File: src/rtl/ram_arb_pkg.sv
// ram_arb_pkg: shared types for the RAM port A arbiter.
//   req_id_t  : which requester an access belongs to
//   ret_tag_t : {valid, id} tag travelling down the read-return pipe
//   MODE_*    : values for the arbiter's RR_MODE parameter
package ram_arb_pkg;

  typedef enum logic {
    REQ_CPU = 1'b0,
    REQ_DMA = 1'b1
  } req_id_t;

  typedef struct packed {
    logic    valid;
    req_id_t id;
  } ret_tag_t;

  localparam int MODE_FIXED = 0;
  localparam int MODE_RR    = 1;

endpackage

File: src/rtl/ram_port_arbiter_if.sv
// ram_port_arbiter_if: one requester's view of RAM port A.
//   req/wren/addr/data : request, held stable by the requester until gnt
//   gnt                : access accepted at this edge
//   rvalid/q           : read data return, valid for exactly one cycle
// modport master = requester side, modport slave = arbiter side.
interface ram_port_arbiter_if #(
  parameter int AW = 16,
  parameter int DW = 16
);
  logic          req;
  logic          wren;
  logic [AW-1:0] addr;
  logic [DW-1:0] data;
  logic          gnt;
  logic          rvalid;
  logic [DW-1:0] q;

  modport master (output req, wren, addr, data, input gnt, rvalid, q);
  modport slave  (input req, wren, addr, data, output gnt, rvalid, q);
endinterface

File: src/rtl/ram_arb_ret_pipe.sv
// ram_arb_ret_pipe: DEPTH-stage shift register of read-return tags.
//   clock_i : clock
//   clr_i   : synchronous clear (drops every in-flight tag)
//   tag_i   : tag loaded every cycle (valid=0 for writes / idle)
//   tag_o   : tag aligned with the RAM's read data
module ram_arb_ret_pipe
  import ram_arb_pkg::*;
#(
  parameter int DEPTH = 2
) (
  input  logic     clock_i,
  input  logic     clr_i,
  input  ret_tag_t tag_i,
  output ret_tag_t tag_o
);

  ret_tag_t pipe_q [DEPTH];

  always_ff @(posedge clock_i) begin
    if (clr_i) begin
      for (int i = 0; i < DEPTH; i++) pipe_q[i] <= '0;
    end else begin
      pipe_q[0] <= tag_i;
      for (int i = 1; i < DEPTH; i++) pipe_q[i] <= pipe_q[i-1];
    end
  end

  assign tag_o = pipe_q[DEPTH-1];

endmodule

File: src/rtl/ram_port_arbiter.sv
// ram_port_arbiter: shares RAM port A between the CPU and the DMA/blit engine.
//   clock_i        : RAM port A clock
//   reset_n_i      : synchronous active-low reset
//   cpu_if, dma_if : requester handshakes (slave modport)
//   ram_address_o  : to RAM address_a (CPU address when idle)
//   ram_data_o     : to RAM data_a
//   ram_wren_o     : to RAM wren_a
//   ram_q_i        : from RAM q_a, returned to whichever requester issued the read
module ram_port_arbiter
  import ram_arb_pkg::*;
#(
  parameter int AW           = 16,
  parameter int DW           = 16,
  parameter int READ_LATENCY = 2,
  parameter int RR_MODE      = 1,
  parameter int MAX_WAIT     = 4
) (
  input  logic              clock_i,
  input  logic              reset_n_i,
  ram_port_arbiter_if.slave cpu_if,
  ram_port_arbiter_if.slave dma_if,
  output logic [AW-1:0]     ram_address_o,
  output logic [DW-1:0]     ram_data_o,
  output logic              ram_wren_o,
  input  logic [DW-1:0]     ram_q_i
);

  localparam int            WW       = (MAX_WAIT < 1) ? 1 : $clog2(MAX_WAIT + 1);
  localparam logic [WW-1:0] WAIT_MAX = WW'(MAX_WAIT);

  logic [WW-1:0] wait_cnt_q, wait_cnt_d;
  req_id_t       last_grant_q, last_grant_d;
  logic          pick_dma;
  logic          cpu_gnt, dma_gnt;
  ret_tag_t      ret_in, ret_out;

  // Decide who would win if both asked; a lone requester always wins.
  always_comb begin
    pick_dma = 1'b0;
    if (dma_if.req && !cpu_if.req) begin
      pick_dma = 1'b1;
    end else if (dma_if.req && cpu_if.req) begin
      if (RR_MODE == MODE_FIXED) pick_dma = (MAX_WAIT > 0) && (wait_cnt_q == WAIT_MAX);
      else                       pick_dma = (last_grant_q == REQ_CPU);
    end
  end

  // Reset gates grants combinationally so nothing reaches the RAM while held low.
  assign cpu_gnt = reset_n_i & cpu_if.req & ~pick_dma;
  assign dma_gnt = reset_n_i & dma_if.req &  pick_dma;

  assign cpu_if.gnt = cpu_gnt;
  assign dma_if.gnt = dma_gnt;

  assign ram_address_o = dma_gnt ? dma_if.addr : cpu_if.addr;
  assign ram_data_o    = dma_gnt ? dma_if.data : cpu_if.data;
  assign ram_wren_o    = (cpu_gnt & cpu_if.wren) | (dma_gnt & dma_if.wren);

  always_comb begin
    last_grant_d = last_grant_q;
    if (cpu_gnt)      last_grant_d = REQ_CPU;
    else if (dma_gnt) last_grant_d = REQ_DMA;

    wait_cnt_d = wait_cnt_q;
    if (!dma_if.req || dma_gnt)     wait_cnt_d = '0;
    else if (wait_cnt_q != WAIT_MAX) wait_cnt_d = wait_cnt_q + 1'b1;

    ret_in.valid = (cpu_gnt & ~cpu_if.wren) | (dma_gnt & ~dma_if.wren);
    ret_in.id    = dma_gnt ? REQ_DMA : REQ_CPU;
  end

  always_ff @(posedge clock_i) begin
    if (!reset_n_i) begin
      last_grant_q <= REQ_DMA;  // CPU wins the first round-robin conflict
      wait_cnt_q   <= '0;
    end else begin
      last_grant_q <= last_grant_d;
      wait_cnt_q   <= wait_cnt_d;
    end
  end

  ram_arb_ret_pipe #(.DEPTH(READ_LATENCY)) u_ret_pipe (
    .clock_i (clock_i),
    .clr_i   (~reset_n_i),
    .tag_i   (ret_in),
    .tag_o   (ret_out)
  );

  assign cpu_if.rvalid = ret_out.valid && (ret_out.id == REQ_CPU);
  assign dma_if.rvalid = ret_out.valid && (ret_out.id == REQ_DMA);
  assign cpu_if.q      = ram_q_i;
  assign dma_if.q      = ram_q_i;

endmodule
File: src/flat_wrapper.sv
// flat-port wrapper written by rule: the top's interface ports become plain ports
module ram_port_arbiter_flat import ram_arb_pkg::*;
#(
  parameter int AW           = 16,
  parameter int DW           = 16,
  parameter int READ_LATENCY = 2,
  parameter int RR_MODE      = 1,
  parameter int MAX_WAIT     = 4
)
  (clock_i, reset_n_i, ram_address_o, ram_data_o, ram_wren_o, ram_q_i, cpu_if_req, cpu_if_wren, cpu_if_addr, cpu_if_data, cpu_if_gnt, cpu_if_rvalid, cpu_if_q, dma_if_req, dma_if_wren, dma_if_addr, dma_if_data, dma_if_gnt, dma_if_rvalid, dma_if_q);
  ram_port_arbiter_if #(.AW(AW), .DW(DW)) cpu_if_i ();
  ram_port_arbiter_if #(.AW(AW), .DW(DW)) dma_if_i ();
  input  logic clock_i;
  input  logic reset_n_i;
  output logic [AW-1:0] ram_address_o;
  output logic [DW-1:0] ram_data_o;
  output logic ram_wren_o;
  input  logic [DW-1:0] ram_q_i;
  input wire logic [$bits(cpu_if_i.req)-1:0] cpu_if_req;
  input wire logic [$bits(cpu_if_i.wren)-1:0] cpu_if_wren;
  input wire logic [$bits(cpu_if_i.addr)-1:0] cpu_if_addr;
  input wire logic [$bits(cpu_if_i.data)-1:0] cpu_if_data;
  output wire logic [$bits(cpu_if_i.gnt)-1:0] cpu_if_gnt;
  output wire logic [$bits(cpu_if_i.rvalid)-1:0] cpu_if_rvalid;
  output wire logic [$bits(cpu_if_i.q)-1:0] cpu_if_q;
  input wire logic [$bits(dma_if_i.req)-1:0] dma_if_req;
  input wire logic [$bits(dma_if_i.wren)-1:0] dma_if_wren;
  input wire logic [$bits(dma_if_i.addr)-1:0] dma_if_addr;
  input wire logic [$bits(dma_if_i.data)-1:0] dma_if_data;
  output wire logic [$bits(dma_if_i.gnt)-1:0] dma_if_gnt;
  output wire logic [$bits(dma_if_i.rvalid)-1:0] dma_if_rvalid;
  output wire logic [$bits(dma_if_i.q)-1:0] dma_if_q;
  assign cpu_if_i.req = cpu_if_req;
  assign cpu_if_i.wren = cpu_if_wren;
  assign cpu_if_i.addr = cpu_if_addr;
  assign cpu_if_i.data = cpu_if_data;
  assign cpu_if_gnt = cpu_if_i.gnt;
  assign cpu_if_rvalid = cpu_if_i.rvalid;
  assign cpu_if_q = cpu_if_i.q;
  assign dma_if_i.req = dma_if_req;
  assign dma_if_i.wren = dma_if_wren;
  assign dma_if_i.addr = dma_if_addr;
  assign dma_if_i.data = dma_if_data;
  assign dma_if_gnt = dma_if_i.gnt;
  assign dma_if_rvalid = dma_if_i.rvalid;
  assign dma_if_q = dma_if_i.q;
  ram_port_arbiter #(.AW(AW), .DW(DW), .READ_LATENCY(READ_LATENCY), .RR_MODE(RR_MODE), .MAX_WAIT(MAX_WAIT)) u_core (.clock_i(clock_i), .reset_n_i(reset_n_i), .cpu_if(cpu_if_i), .dma_if(dma_if_i), .ram_address_o(ram_address_o), .ram_data_o(ram_data_o), .ram_wren_o(ram_wren_o), .ram_q_i(ram_q_i));
endmodule
File: config.mk
export PLATFORM = sky130hd
export DESIGN_NAME = ram_port_arbiter_flat
export DESIGN_NICKNAME = d
export VERILOG_FILES = /design/src/rtl/ram_arb_pkg.sv /design/src/rtl/ram_port_arbiter_if.sv /design/src/rtl/ram_arb_ret_pipe.sv /design/src/rtl/ram_port_arbiter.sv /design/src/flat_wrapper.sv
export SDC_FILE = /design/constraint.sdc
export NUM_CORES = 1
export LEC_CHECK = 0
export ABC_AREA = 0
export ABC_CLOCK_PERIOD_IN_PS = 2400
export CAP_MARGIN = 20
export CORE_AREA = 2 2 78 65
export DETAILED_ROUTE_END_ITERATION = 8
export DIE_AREA = 0 0 80 67
export PLACE_DENSITY_LB_ADDON = 0.25
export SETUP_SLACK_MARGIN = 0.02
export SLEW_MARGIN = 20
export SYNTH_ARGS = -nofsm -noshare
export SYNTH_HDL_FRONTEND = slang
export SYNTH_SLANG_ARGS = --single-unit
File: constraint.sdc
create_clock -name clock_i -period 2.4 [get_ports clock_i]
set_clock_uncertainty 0.2 [all_clocks]
set_input_delay 0.72 -clock clock_i [delete_from_list [all_inputs] [get_ports clock_i]]
set_output_delay 0.72 -clock clock_i [all_outputs]
set_load 0.05 [all_outputs]
==> flow_summary.toml <==
[status]
status = "finished, violations left"
violations = "setup timing"

[routing]
via_count = 963
viasPerCell = 3.979
drt_iter0_markers = 9
route.detailed.drc = 0
routed_wl_mm = 3.585
wl_per_cell_um = 14.81
ant_nets = 0
dr.pass1.iters = 4

[clock_network]
clock-root-buffer = "clkbuf_8"
cts_tree = "done"
clock_latency_ns = 0.22
path_clk_slew_ns = 0.03
cts_hold_buffers = 0
htree_num_levels = 1
cts_sinks = 5
clockBufferDepth = 2
cts_buffers = 3

[floorplan]
die_w_um = 80
design.die.area_mm2 = 0.005360
ios = 155
design.core.area_mm2 = 0.004514
fp.dieH_um = 67
rows = 22
initial_utilization_pct = 21.37

[synth]
ys_warn_count = 0
postSynthCellCount = 92
synth_fp_nets = 178
synth-seq-cells = 5
yosysSeqAreaShare_pct = 10.38
synth_cell_types = 17
synth_area_um2 = 964.7
avgSynthCellArea_um2 = 10.49

[power]
power_density_mw_per_mm2 = 360.5
irDropWorstVdd_mv = 0.2486
p_leak_nw = 1.073

[finish]
fillers = 405
final_area_mm2 = 0.002231
area_delta_synth_final_pct = 131.3
antenna-diode-count = 0
finalNonFillerCells = 242
final_cell_mix = "clkdlybuf4s50_1 (64), mux2_4 (32), buf_6 (28)"
fin_nets = 269
multiInputGateArea_um2 = 599.3
seqCellArea_um2 = 100.1
final_common_cell = "clkdlybuf4s50_1"
drive_gt1_share_pct = 52.20

[critical_path]
start_kind = "input port"
required_ns = 1.48
crit_chain = "buf_8 > nand2_4 > nand3_4 > buf_12 > clkbuf_16 > mux2_4 > buf_6"
worstPathArrival_ns = 1.74
cpMaxStageDelayCell = "mux2_4"
path_class = "input port to output pin"
crit_buf_inv = 4
cp_max_fo = 4
cp_top_family = "buffers and inverters"
cp-end-kind = "output pin"
cp_slowest_stage_delay_ns = 0.30

[timing]
slew_headroom_pct = 88.91
setup_ws_ns = -0.2575
hold_viol = 0
slew_violations = 0
rsz0062_at_grt = "yes"
fin_crit_ns = 2.658
hold_slack_ns = 0.2265
period_share_pct = 110.7
finalSetupViolCount = 34
fmax_mhz = 376.3
tightest_slew_ns = 0.1661

[worst_hold_path]
hold_path_class = "register to register"

[grt]
grt_antenna_before_repair = 0
grt.overflow.total = 0
grt_max_degree = 10
grtUsageTotal_pct = 11.93
grt_pass1_vias = 993
grt_pass1_wl_mm = 4.926

[flow_run]
max_cap_violations = 0

[placement]
dpl_cell_area_mm2 = 0.001881
hpwl_mm = 2.803
gp_congestion = 0.7198
port_buffers = 106
placed_cells = 228
==> kinds of logic (layout without fill, tap and decap cells) <==
kind of cell    after synthesis  after routing  synth area share, %
compound gates                3              3                1.556
buf+inv                      38            128                29.96
flops                         5              5                10.38
mux                          32             32                48.25
simple gates                 14             14                9.860
==> Yosys cell counts, drive strengths merged <==
library cell / n / area share (%)
buf: 36 / 29
mux2: 32 / 48
dfxtp: 5 / 10
nand2: 4 / 1.8
and2: 3 / 1.9
o21ai: 3 / 1.6
inv: 2 / 0.78
and3: 1 / 0.65
nand2b: 1 / 0.65
nand3: 1 / 1.8
nand4: 1 / 0.65
nand4b: 1 / 0.91
nor2b: 1 / 0.65
or2b: 1 / 0.78
==> metrics by stage <==
stage / utilization (%) / power, mW / setup TNS (ns) / setup WS (ns)
2_1_floorplan: - / 0.5105 / -0.2466 / -0.01036
3_3_place_gp: 41.66 / 0.5799 / -22.02 / -0.6695
3_5_place_dp: 41.66 / 0.5822 / -22.38 / -0.6860
4_1_cts: 49.03 / 0.8075 / -7.553 / -0.2758
5_1_grt: 49.42 / 0.8400 / -8.138 / -0.2880
6_report: 49.42 / 0.8042 / -7.107 / -0.2575
==> state kept, by name, indices dropped and copies added (netlist names) <==
signal / count
u_core.u_ret_pipe.pipe_q: 4
u_core.last_grant_q: 1
==> routing by layer <==
layer	vias up	GRT usage [%]	wire length, µm
li1	463	-	-
met3	2	6.369	590
met1	414	11.49	1155
met5	-	0	0
met4	0	1.695	6
met2	84	22.92	1832
==> final timing paths <==
path                                              from                                        end  slack (ns)  depth (start not counted)
max                                         cpu_if_req                              ram_data_o[6]       -0.26                          7
min          u_core.u_ret_pipe.pipe_q[0][1]$_SDFF_PN0_  u_core.u_ret_pipe.pipe_q[0][3]$_SDFF_PN0_        0.23                          1
max reg2reg           u_core.last_grant_q$_SDFFE_PN1P_  u_core.u_ret_pipe.pipe_q[0][1]$_SDFF_PN0_        1.09                          6
min reg2reg  u_core.u_ret_pipe.pipe_q[0][1]$_SDFF_PN0_  u_core.u_ret_pipe.pipe_q[0][3]$_SDFF_PN0_        0.23                          1
==> timing repair <==
| item | CTS | global route |
|---|---|---|
| pin swaps | 4 | 1 |
| endpoints found under the setup margin | 35 | 35 |
| setup buffers | 6 | 2 |
| gates resized for setup | 63 | 3 |
| gates cloned | 3 | 1 |
==> cell type report <==
type | count | area share (%)
sequential | 5 | 4.487
inverter | 2 | 0.4487
clock buffer | 4 | 2.019
tap | 60 | 3.365
timing repair buffer | 122 | 62.82
multi-input combinational | 49 | 26.86
==> report_power, final <==
part | leakage [nW] | internal (mW) | switching [mW]
clock | 0.0228 | 0.114 | 0.0392
combinational | 1.01 | 0.304 | 0.256
sequential | 0.0412 | 0.0882 | 0.00232
(Power assumes the default switching activity.)
